File: src/rtl/ifetch_pkg.sv
// Shared types for the instruction fetch master: FSM states and prefetch buffer entry.
// Latency: n/a (types, constants and a helper function only).
// Backpressure: n/a.
package ifetch_pkg;

    typedef enum logic [1:0] {
        BOOT  = 2'd0,
        RUN   = 2'd1,
        DRAIN = 2'd2
    } fetch_state_e;

    // One buffered fetch: the word and the address it was read from.
    typedef struct packed {
        logic [31:0] pc;
        logic [31:0] instr;
    } fetch_entry_t;

    localparam logic [31:0] PC_STEP = 32'd4;

    // Fetch addresses are word aligned; low two bits are dropped.
    function automatic logic [31:0] align_pc(input logic [31:0] pc);
        return pc & 32'hFFFF_FFFC;
    endfunction

endpackage

File: src/rtl/naive_bus_if.sv
// Simple split read/write bus; the fetch master only uses the read channel.
// Latency: read data valid exactly one cycle after the rd_req & rd_gnt cycle.
// Backpressure: slave stalls a read by holding rd_gnt low; master keeps rd_req/rd_addr stable.
// Ports: rd_req/rd_gnt/rd_be/rd_addr/rd_data (read), wr_req/wr_be/wr_addr/wr_data (write).
interface naive_bus;

    logic        rd_req;
    logic        rd_gnt;
    logic [3:0]  rd_be;
    logic [31:0] rd_addr;
    logic [31:0] rd_data;

    logic        wr_req;
    logic [3:0]  wr_be;
    logic [31:0] wr_addr;
    logic [31:0] wr_data;

    modport master (
        output rd_req, rd_be, rd_addr,
        output wr_req, wr_be, wr_addr, wr_data,
        input  rd_gnt, rd_data
    );

    modport slave (
        input  rd_req, rd_be, rd_addr,
        input  wr_req, wr_be, wr_addr, wr_data,
        output rd_gnt, rd_data
    );

endinterface

File: src/rtl/ifetch_fifo.sv
// Prefetch buffer: power-of-two deep FIFO of fetch entries with synchronous flush.
// Latency: a push is visible at the head the cycle after it is written.
// Backpressure: push is dropped only when full with no pop; flush wins over push and pop.
// Ports: clk, rst_n, push/push_dat, pop, flush, head_dat, full, empty, count.
module ifetch_fifo
    import ifetch_pkg::*;
#(
    parameter int  DEPTH = 4,
    localparam int PW    = $clog2(DEPTH),
    localparam int CW    = $clog2(DEPTH) + 1
) (
    input  logic         clk,
    input  logic         rst_n,
    input  logic         push,
    input  fetch_entry_t push_dat,
    input  logic         pop,
    input  logic         flush,
    output fetch_entry_t head_dat,
    output logic         full,
    output logic         empty,
    output logic [CW-1:0] count
);

    fetch_entry_t  mem_q [DEPTH];
    logic [PW-1:0] wr_ptr_q, wr_ptr_d;
    logic [PW-1:0] rd_ptr_q, rd_ptr_d;
    logic [CW-1:0] count_q, count_d;
    logic          do_push;
    logic          do_pop;

    assign full     = (count_q == CW'(DEPTH));
    assign empty    = (count_q == '0);
    assign count    = count_q;
    assign head_dat = mem_q[rd_ptr_q];

    always_comb begin
        do_pop   = pop & ~empty;
        // Full buffer still accepts a push when the head leaves this cycle.
        do_push  = push & (~full | do_pop);
        wr_ptr_d = wr_ptr_q;
        rd_ptr_d = rd_ptr_q;
        count_d  = count_q;
        if (flush) begin
            wr_ptr_d = '0;
            rd_ptr_d = '0;
            count_d  = '0;
        end else begin
            // Pointers are PW bits wide, so they wrap modulo DEPTH naturally.
            if (do_push) wr_ptr_d = wr_ptr_q + PW'(1);
            if (do_pop)  rd_ptr_d = rd_ptr_q + PW'(1);
            case ({do_push, do_pop})
                2'b10:   count_d = count_q + CW'(1);
                2'b01:   count_d = count_q - CW'(1);
                default: count_d = count_q;
            endcase
        end
    end

    always_ff @(posedge clk or negedge rst_n) begin
        if (!rst_n) begin
            wr_ptr_q <= '0;
            rd_ptr_q <= '0;
            count_q  <= '0;
        end else begin
            wr_ptr_q <= wr_ptr_d;
            rd_ptr_q <= rd_ptr_d;
            count_q  <= count_d;
        end
    end

    // Storage needs no reset: nothing is presented while count is zero.
    always_ff @(posedge clk) begin
        if (do_push && !flush) begin
            mem_q[wr_ptr_q] <= push_dat;
        end
    end

endmodule

File: src/rtl/ibus_fetch_master.sv
// Instruction fetch master: sequential prefetch over naive_bus into a small buffer, with redirect.
// Latency: issue -> out_valid two cycles (one when IFETCH_BYPASS_EN is defined and buffer empty).
// Backpressure: stops issuing when buffered + in-flight entries reach FIFO_DEPTH; out_ready pops.
// Ports: clk, rst_n, redirect/redirect_pc, out_valid/out_ready/out_pc/out_instr, bus (naive_bus.master).
// Build option: define IFETCH_BYPASS_EN to hand a response straight to the consumer when empty.
module ibus_fetch_master
    import ifetch_pkg::*;
#(
    parameter int          FIFO_DEPTH = 4,
    parameter logic [31:0] BOOT_ADDR  = 32'h0000_0000
) (
    input  logic        clk,
    input  logic        rst_n,
    input  logic        redirect,
    input  logic [31:0] redirect_pc,
    output logic        out_valid,
    input  logic        out_ready,
    output logic [31:0] out_pc,
    output logic [31:0] out_instr,
    naive_bus.master    bus
);

    localparam int CW = $clog2(FIFO_DEPTH) + 1;

    fetch_state_e state_q, state_d;
    logic [31:0]  fetch_pc_q, fetch_pc_d;
    logic         resp_pending_q, resp_pending_d;
    logic [31:0]  resp_pc_q, resp_pc_d;
    logic         discard_q, discard_d;

    logic          flush_req;
    logic          credit_ok;
    logic          rd_req;
    logic          issue;
    logic          resp_keep;
    logic          bypass_vld;
    logic          fifo_push;
    logic          fifo_pop;
    fetch_entry_t  resp_entry;
    fetch_entry_t  fifo_head;
    fetch_entry_t  out_entry;
    logic          fifo_full;
    logic          fifo_empty;
    logic [CW-1:0] fifo_count;

    // Redirect in BOOT only replaces the start address; no flush is needed there.
    assign flush_req = redirect & (state_q != BOOT);

    // Reserve a slot for the in-flight response; a pop this cycle is not credited.
    assign credit_ok = ~fifo_full &
                       ((fifo_count + CW'(resp_pending_q)) < CW'(FIFO_DEPTH));

    assign rd_req = (state_q == RUN) & ~redirect & credit_ok;
    assign issue  = rd_req & bus.rd_gnt;

    // A returning response is kept unless a flush is in progress or was just requested.
    assign resp_keep  = resp_pending_q & ~discard_q & ~flush_req;
    assign resp_entry = '{pc: resp_pc_q, instr: bus.rd_data};

`ifdef IFETCH_BYPASS_EN
    assign bypass_vld = resp_keep & fifo_empty;
`else
    assign bypass_vld = 1'b0;
`endif

    // A bypassed response is only buffered if the consumer did not take it.
    assign fifo_push = resp_keep & ~(bypass_vld & out_ready);
    assign fifo_pop  = ~fifo_empty & out_ready;

    assign out_valid = ~fifo_empty | bypass_vld;
    assign out_entry = fifo_empty ? resp_entry : fifo_head;
    assign out_pc    = out_valid ? out_entry.pc    : 32'h0;
    assign out_instr = out_valid ? out_entry.instr : 32'h0;

    assign bus.rd_req  = rd_req;
    assign bus.rd_addr = rd_req ? fetch_pc_q : 32'h0;
    assign bus.rd_be   = 4'hF;
    assign bus.wr_req  = 1'b0;
    assign bus.wr_be   = 4'h0;
    assign bus.wr_addr = 32'h0;
    assign bus.wr_data = 32'h0;

    always_comb begin
        state_d        = state_q;
        fetch_pc_d     = fetch_pc_q;
        resp_pending_d = issue;
        resp_pc_d      = issue ? fetch_pc_q : resp_pc_q;
        discard_d      = 1'b0;
        case (state_q)
            BOOT: begin
                state_d    = RUN;
                fetch_pc_d = redirect ? align_pc(redirect_pc) : BOOT_ADDR;
            end
            RUN: begin
                if (redirect) begin
                    state_d    = DRAIN;
                    fetch_pc_d = align_pc(redirect_pc);
                    discard_d  = 1'b1;
                end else if (issue) begin
                    // 32-bit add wraps 0xFFFF_FFFC to 0 on its own.
                    fetch_pc_d = fetch_pc_q + PC_STEP;
                end
            end
            DRAIN: begin
                if (redirect) begin
                    fetch_pc_d = align_pc(redirect_pc);
                    discard_d  = 1'b1;
                end else begin
                    state_d = RUN;
                end
            end
            default: begin
                state_d = BOOT;
            end
        endcase
    end

    always_ff @(posedge clk or negedge rst_n) begin
        if (!rst_n) begin
            state_q        <= BOOT;
            fetch_pc_q     <= BOOT_ADDR;
            resp_pending_q <= 1'b0;
            resp_pc_q      <= 32'h0;
            discard_q      <= 1'b0;
        end else begin
            state_q        <= state_d;
            fetch_pc_q     <= fetch_pc_d;
            resp_pending_q <= resp_pending_d;
            resp_pc_q      <= resp_pc_d;
            discard_q      <= discard_d;
        end
    end

    ifetch_fifo #(
        .DEPTH (FIFO_DEPTH)
    ) u_fifo (
        .clk      (clk),
        .rst_n    (rst_n),
        .push     (fifo_push),
        .push_dat (resp_entry),
        .pop      (fifo_pop),
        .flush    (flush_req),
        .head_dat (fifo_head),
        .full     (fifo_full),
        .empty    (fifo_empty),
        .count    (fifo_count)
    );

endmodule

File: src/flat_wrapper.sv
// flat-port wrapper written by rule: the top's interface ports become plain ports
module ibus_fetch_master_flat import ifetch_pkg::*;
#(
    parameter int          FIFO_DEPTH = 4,
    parameter logic [31:0] BOOT_ADDR  = 32'h0000_0000
)
  (clk, rst_n, redirect, redirect_pc, out_valid, out_ready, out_pc, out_instr, bus_rd_req, bus_rd_be, bus_rd_addr, bus_wr_req, bus_wr_be, bus_wr_addr, bus_wr_data, bus_rd_gnt, bus_rd_data);
  naive_bus bus_i ();
  input  logic clk;
  input  logic rst_n;
  input  logic redirect;
  input  logic [31:0] redirect_pc;
  output logic out_valid;
  input  logic out_ready;
  output logic [31:0] out_pc;
  output logic [31:0] out_instr;
  output wire logic [$bits(bus_i.rd_req)-1:0] bus_rd_req;
  output wire logic [$bits(bus_i.rd_be)-1:0] bus_rd_be;
  output wire logic [$bits(bus_i.rd_addr)-1:0] bus_rd_addr;
  output wire logic [$bits(bus_i.wr_req)-1:0] bus_wr_req;
  output wire logic [$bits(bus_i.wr_be)-1:0] bus_wr_be;
  output wire logic [$bits(bus_i.wr_addr)-1:0] bus_wr_addr;
  output wire logic [$bits(bus_i.wr_data)-1:0] bus_wr_data;
  input wire logic [$bits(bus_i.rd_gnt)-1:0] bus_rd_gnt;
  input wire logic [$bits(bus_i.rd_data)-1:0] bus_rd_data;
  assign bus_rd_req = bus_i.rd_req;
  assign bus_rd_be = bus_i.rd_be;
  assign bus_rd_addr = bus_i.rd_addr;
  assign bus_wr_req = bus_i.wr_req;
  assign bus_wr_be = bus_i.wr_be;
  assign bus_wr_addr = bus_i.wr_addr;
  assign bus_wr_data = bus_i.wr_data;
  assign bus_i.rd_gnt = bus_rd_gnt;
  assign bus_i.rd_data = bus_rd_data;
  ibus_fetch_master #(.FIFO_DEPTH(FIFO_DEPTH), .BOOT_ADDR(BOOT_ADDR)) u_core (.clk(clk), .rst_n(rst_n), .redirect(redirect), .redirect_pc(redirect_pc), .out_valid(out_valid), .out_ready(out_ready), .out_pc(out_pc), .out_instr(out_instr), .bus(bus_i));
endmodule
File: config.mk
export PLATFORM = sky130hd
export DESIGN_NAME = ibus_fetch_master_flat
export DESIGN_NICKNAME = d
export VERILOG_FILES = /design/src/rtl/ifetch_pkg.sv /design/src/rtl/naive_bus_if.sv /design/src/rtl/ifetch_fifo.sv /design/src/rtl/ibus_fetch_master.sv /design/src/flat_wrapper.sv
export SDC_FILE = /design/constraint.sdc
export NUM_CORES = 1
export LEC_CHECK = 0
export BUFFER_PORTS_ARGS = -buffer_cell sky130_fd_sc_hd__buf_2
export CAP_MARGIN = 20
export CORE_MARGIN = 4
export CORE_UTILIZATION = 48
export DETAILED_ROUTE_END_ITERATION = 8
export PLACE_DENSITY = 0.7
export SYNTH_ARGS = -nofsm -noshare
export SYNTH_HDL_FRONTEND = slang
export SYNTH_SLANG_ARGS = --single-unit
File: constraint.sdc
create_clock -name clk -period 7.6 [get_ports clk]
set_clock_uncertainty 0.1 [all_clocks]
set_input_delay 1.14 -clock clk [delete_from_list [all_inputs] [get_ports clk]]
set_output_delay 1.14 -clock clk [all_outputs]
set_load 0.005 [all_outputs]
==> key figures <==
Finish
  – Synthesis-to-layout area growth: 13.6%
  – Filler cells: 2,363
  – Core Util, Final: 0.558
  – Share of cells above drive strength 1: 0.289
  – Final nets: 1,180
  – Antenna cells: 0

Placed design
  – DP Worst Slack: 3.45 ns
  – Final GP Congestion: 0.849
  – Dpl hpwl: 18.9 mm
  – PortBufs: 160

Critical path
  – Flop-to-flop setup slack: 4.34 ns
  – CP Max Fanout: 23
  – Kind of critical path: flip-flop to output pin
  – Crit start category: flip-flop
  – Crit path required time: 6.36 ns
  – Crit path capture type: output pin
  – Worst EP arrival: 3.01 ns

CTS
  – H-tree lvl count: 2
  – Clock slew at reported path FFs: 0.06 ns
  – Postcts setup bufs: 0
  – CTS Hold Bufs: 0
  – Clk buf depth: 3
  – TritonCTS buffer count: 35
  – CTS tree: done
  – Root Buffer: clkbuf_16
  – CTS resizes: 0
  – Clk sink count: 319
  – Clk_lat worst skew: 0.50 ns

Pwr
  – Sw Ratio: 0.320
  – Clock share of power: 0.281
  – Comb pwr share: 0.288
  – Peak supply drop: 173 µV
  – Leak: 6.15 nW
  – Sequential share of power: 0.431
  – Net Sw Power: 1.85 mW
  – Pwr dens: 357 mW/mm²
  – Int Pwr: 3.94 mW

Synth
  – Mapped cell area: 0.0143 mm²
  – Most numerous cell in the Yosys netlist: edfxtp_1
  – Avg Cell Area, Syn: 15.0 µm²
  – Yosys top cell area share: 0.522
  – FFs w/ async S/R, synth: 0.223
  – Post-synth EDFFs: 248
  – Synthesized instance count: 950
  – Top cells by area, synth: edfxtp_1 (52%), dfrtp_1 (12%), mux4_2 (9.8%), buf_4 (4.2%), and2_1 (4.0%)
  – Most instantiated cells after synthesis: edfxtp_1 (248), and2_1 (92), buf_4 (79)
  – Post-synthesis sequential area ratio: 0.647
  – Post-synth top flop: edfxtp_1
  – Syn. warnings: 0
  – Largest area contributor in the netlist: edfxtp_1
  – Yosys cell types: 65
  – Seq cells post-synth: 319

Timing
  – Rel. slew slack: 0.338
  – Slew Viols, Final: 0
  – Fmax: 235 MHz
  – Final setup violation count: 0
  – Fin crit period: 4.25 ns
  – Final period util: 0.559
  – Count of final hold-check violations: 0
  – RSZ-0062 raised after global routing: false
  – Total negative setup slack: 0 ns
  – Worst setup margin: 3.35 ns
  – Pin slew with the least headroom to its limit: 0.993 ns

Detailed routing
  – DR vias: 8,443
  – Residual DRC: 0
  – Wire per inst: 20.8 µm
  – ANT nets after route: 0
  – 1st-pass router iterations: 5
  – DRT iter0 DRCs: 629
  – Via density: 5.60
  – Total Wirelength: 31.4 mm

Job
  – Max-cap violation count: 0

Floorplanning
  – Core area: 0.0290 mm²
  – Die ar.: 0.0325 mm²
  – # IOs: 240
  – Initial Utilization: 0.491
  – Die Ht: 180 µm
  – Die X: 180 µm
  – # rows: 62

GRT
  – Initial antenna violation count: 0
  – All-layer global routing usage: 0.190
  – Largest net degree at the start of global routing: 72
  – Grt ovf: 0
  – Vias in the first global route: 8,517
  – First-pass GRT wire length: 49.2 mm

Min path
  – Hold crit path type: flip-flop to flip-flop

Run status
  – Status: completed
[layout make-up]
cell class	count	area, µm²	area share
flip-flops and latches	319	9230	0.570
multi-input cells	557	4450	0.275
clock buffers	50	985	0.0608
repair buffers	169	868	0.0536
clock inverters	13	120	0.00742
inverters	17	63.8	0.00394
well taps	384	480	0.0297
[final timing paths]
| check | startpoint | to | cells past startpoint |
|---|---|---|---|
| max in group asynchronous | rst_n | u_core.u_fifo.rd_ptr_q[1]$_DFFE_PN0P_ | 2 |
| min in group asynchronous | rst_n | u_core.fetch_pc_q[17]$_DFFE_PN0P_ | 2 |
| max | u_core.state_q[1]$_DFFE_PN0P_ | bus_rd_addr[16] | 7 |
| min reg2reg | u_core.resp_pc_q[13]$_DFFE_PN0P_ | u_core.u_fifo.mem_q[1][45]$_DFFE_PP_ | 0 |
| min | u_core.resp_pc_q[13]$_DFFE_PN0P_ | u_core.u_fifo.mem_q[1][45]$_DFFE_PP_ | 0 |
| max reg2reg | u_core.state_q[1]$_DFFE_PN0P_ | u_core.resp_pc_q[11]$_DFFE_PN0P_ | 8 |
[worst max-delay path: stages, from the launching register on]
cell and delay [ns]:
dfrtp_1 0.41, inv_1 0.13, ha_1 0.58, nand2b_1 0.56, nor2_1 0.22, buf_4 0.29
and2_1 0.18, buf_2 0.11
[routing by layer]
metal | vias to the layer above | track usage | wire (µm)
li1 | 3751 | - | -
met1 | 4233 | 0.260 | 13000
met2 | 388 | 0.315 | 15200
met3 | 71 | 0.0404 | 2480
met4 | 0 | 0.0445 | 720
met5 | - | 0 | 0
[metrics by stage]
stage	power, mW	hold WS, ns	cells	area, µm²
after global routing	6.12	0.440	1509	16200
after global placement	4.15	0.387	1446	15100
after floorplan	3.59	0.371	1025	14500
after detailed placement	4.21	0.400	1446	15100
final	5.79	0.413	1509	16200
after CTS	5.85	0.415	1509	16200
[power by group through the flow]
stage	logic [mW]	clock network [mW]	registers, mW
2_1_floorplan	1.29	0	2.30
3_3_place_gp	1.64	0	2.52
3_5_place_dp	1.68	0	2.53
4_1_cts	1.69	1.66	2.50
5_1_grt	1.84	1.75	2.54
6_report	1.67	1.63	2.50
[cell usage in the layout, fill, tap and decap left out, types with 33 or more instances in the layout]
| cell | instances |
|---|---|
| nor2_1 | 37 |
| edfxtp_1 | 248 |
| buf_2 | 160 |
| dfrtp_1 | 69 |
| conb_1 | 77 |
| o21ai_0 | 33 |
| a21oi_1 | 36 |
| and2_1 | 88 |
| clkbuf_16 | 37 |
| mux4_2 | 62 |
[logic make-up after synthesis]
logic type,count (synthesis),share of synthesized area
buf+inv,149,0.0613
xor+xnor,6,0.00369
simple gates,241,0.0942
other cells,2,0.000527
fa+ha+maj,12,0.0111
flops,319,0.647
compound gates,124,0.0569
mux,97,0.125
[sequential cells by signal, summed over array words and instances (netlist names)]
signal	count
u_core.fetch_pc_q	30
u_core.u_fifo.count	3
u_core.discard_q	1
u_core.state_q	2
u_core.u_fifo.wr_ptr_q	2
u_core.resp_pc_q	30
u_core.resp_pending_q	1
u_core.u_fifo.rd_ptr_q	2
u_core.u_fifo.mem_q	248
(Power assumes the default switching activity.)
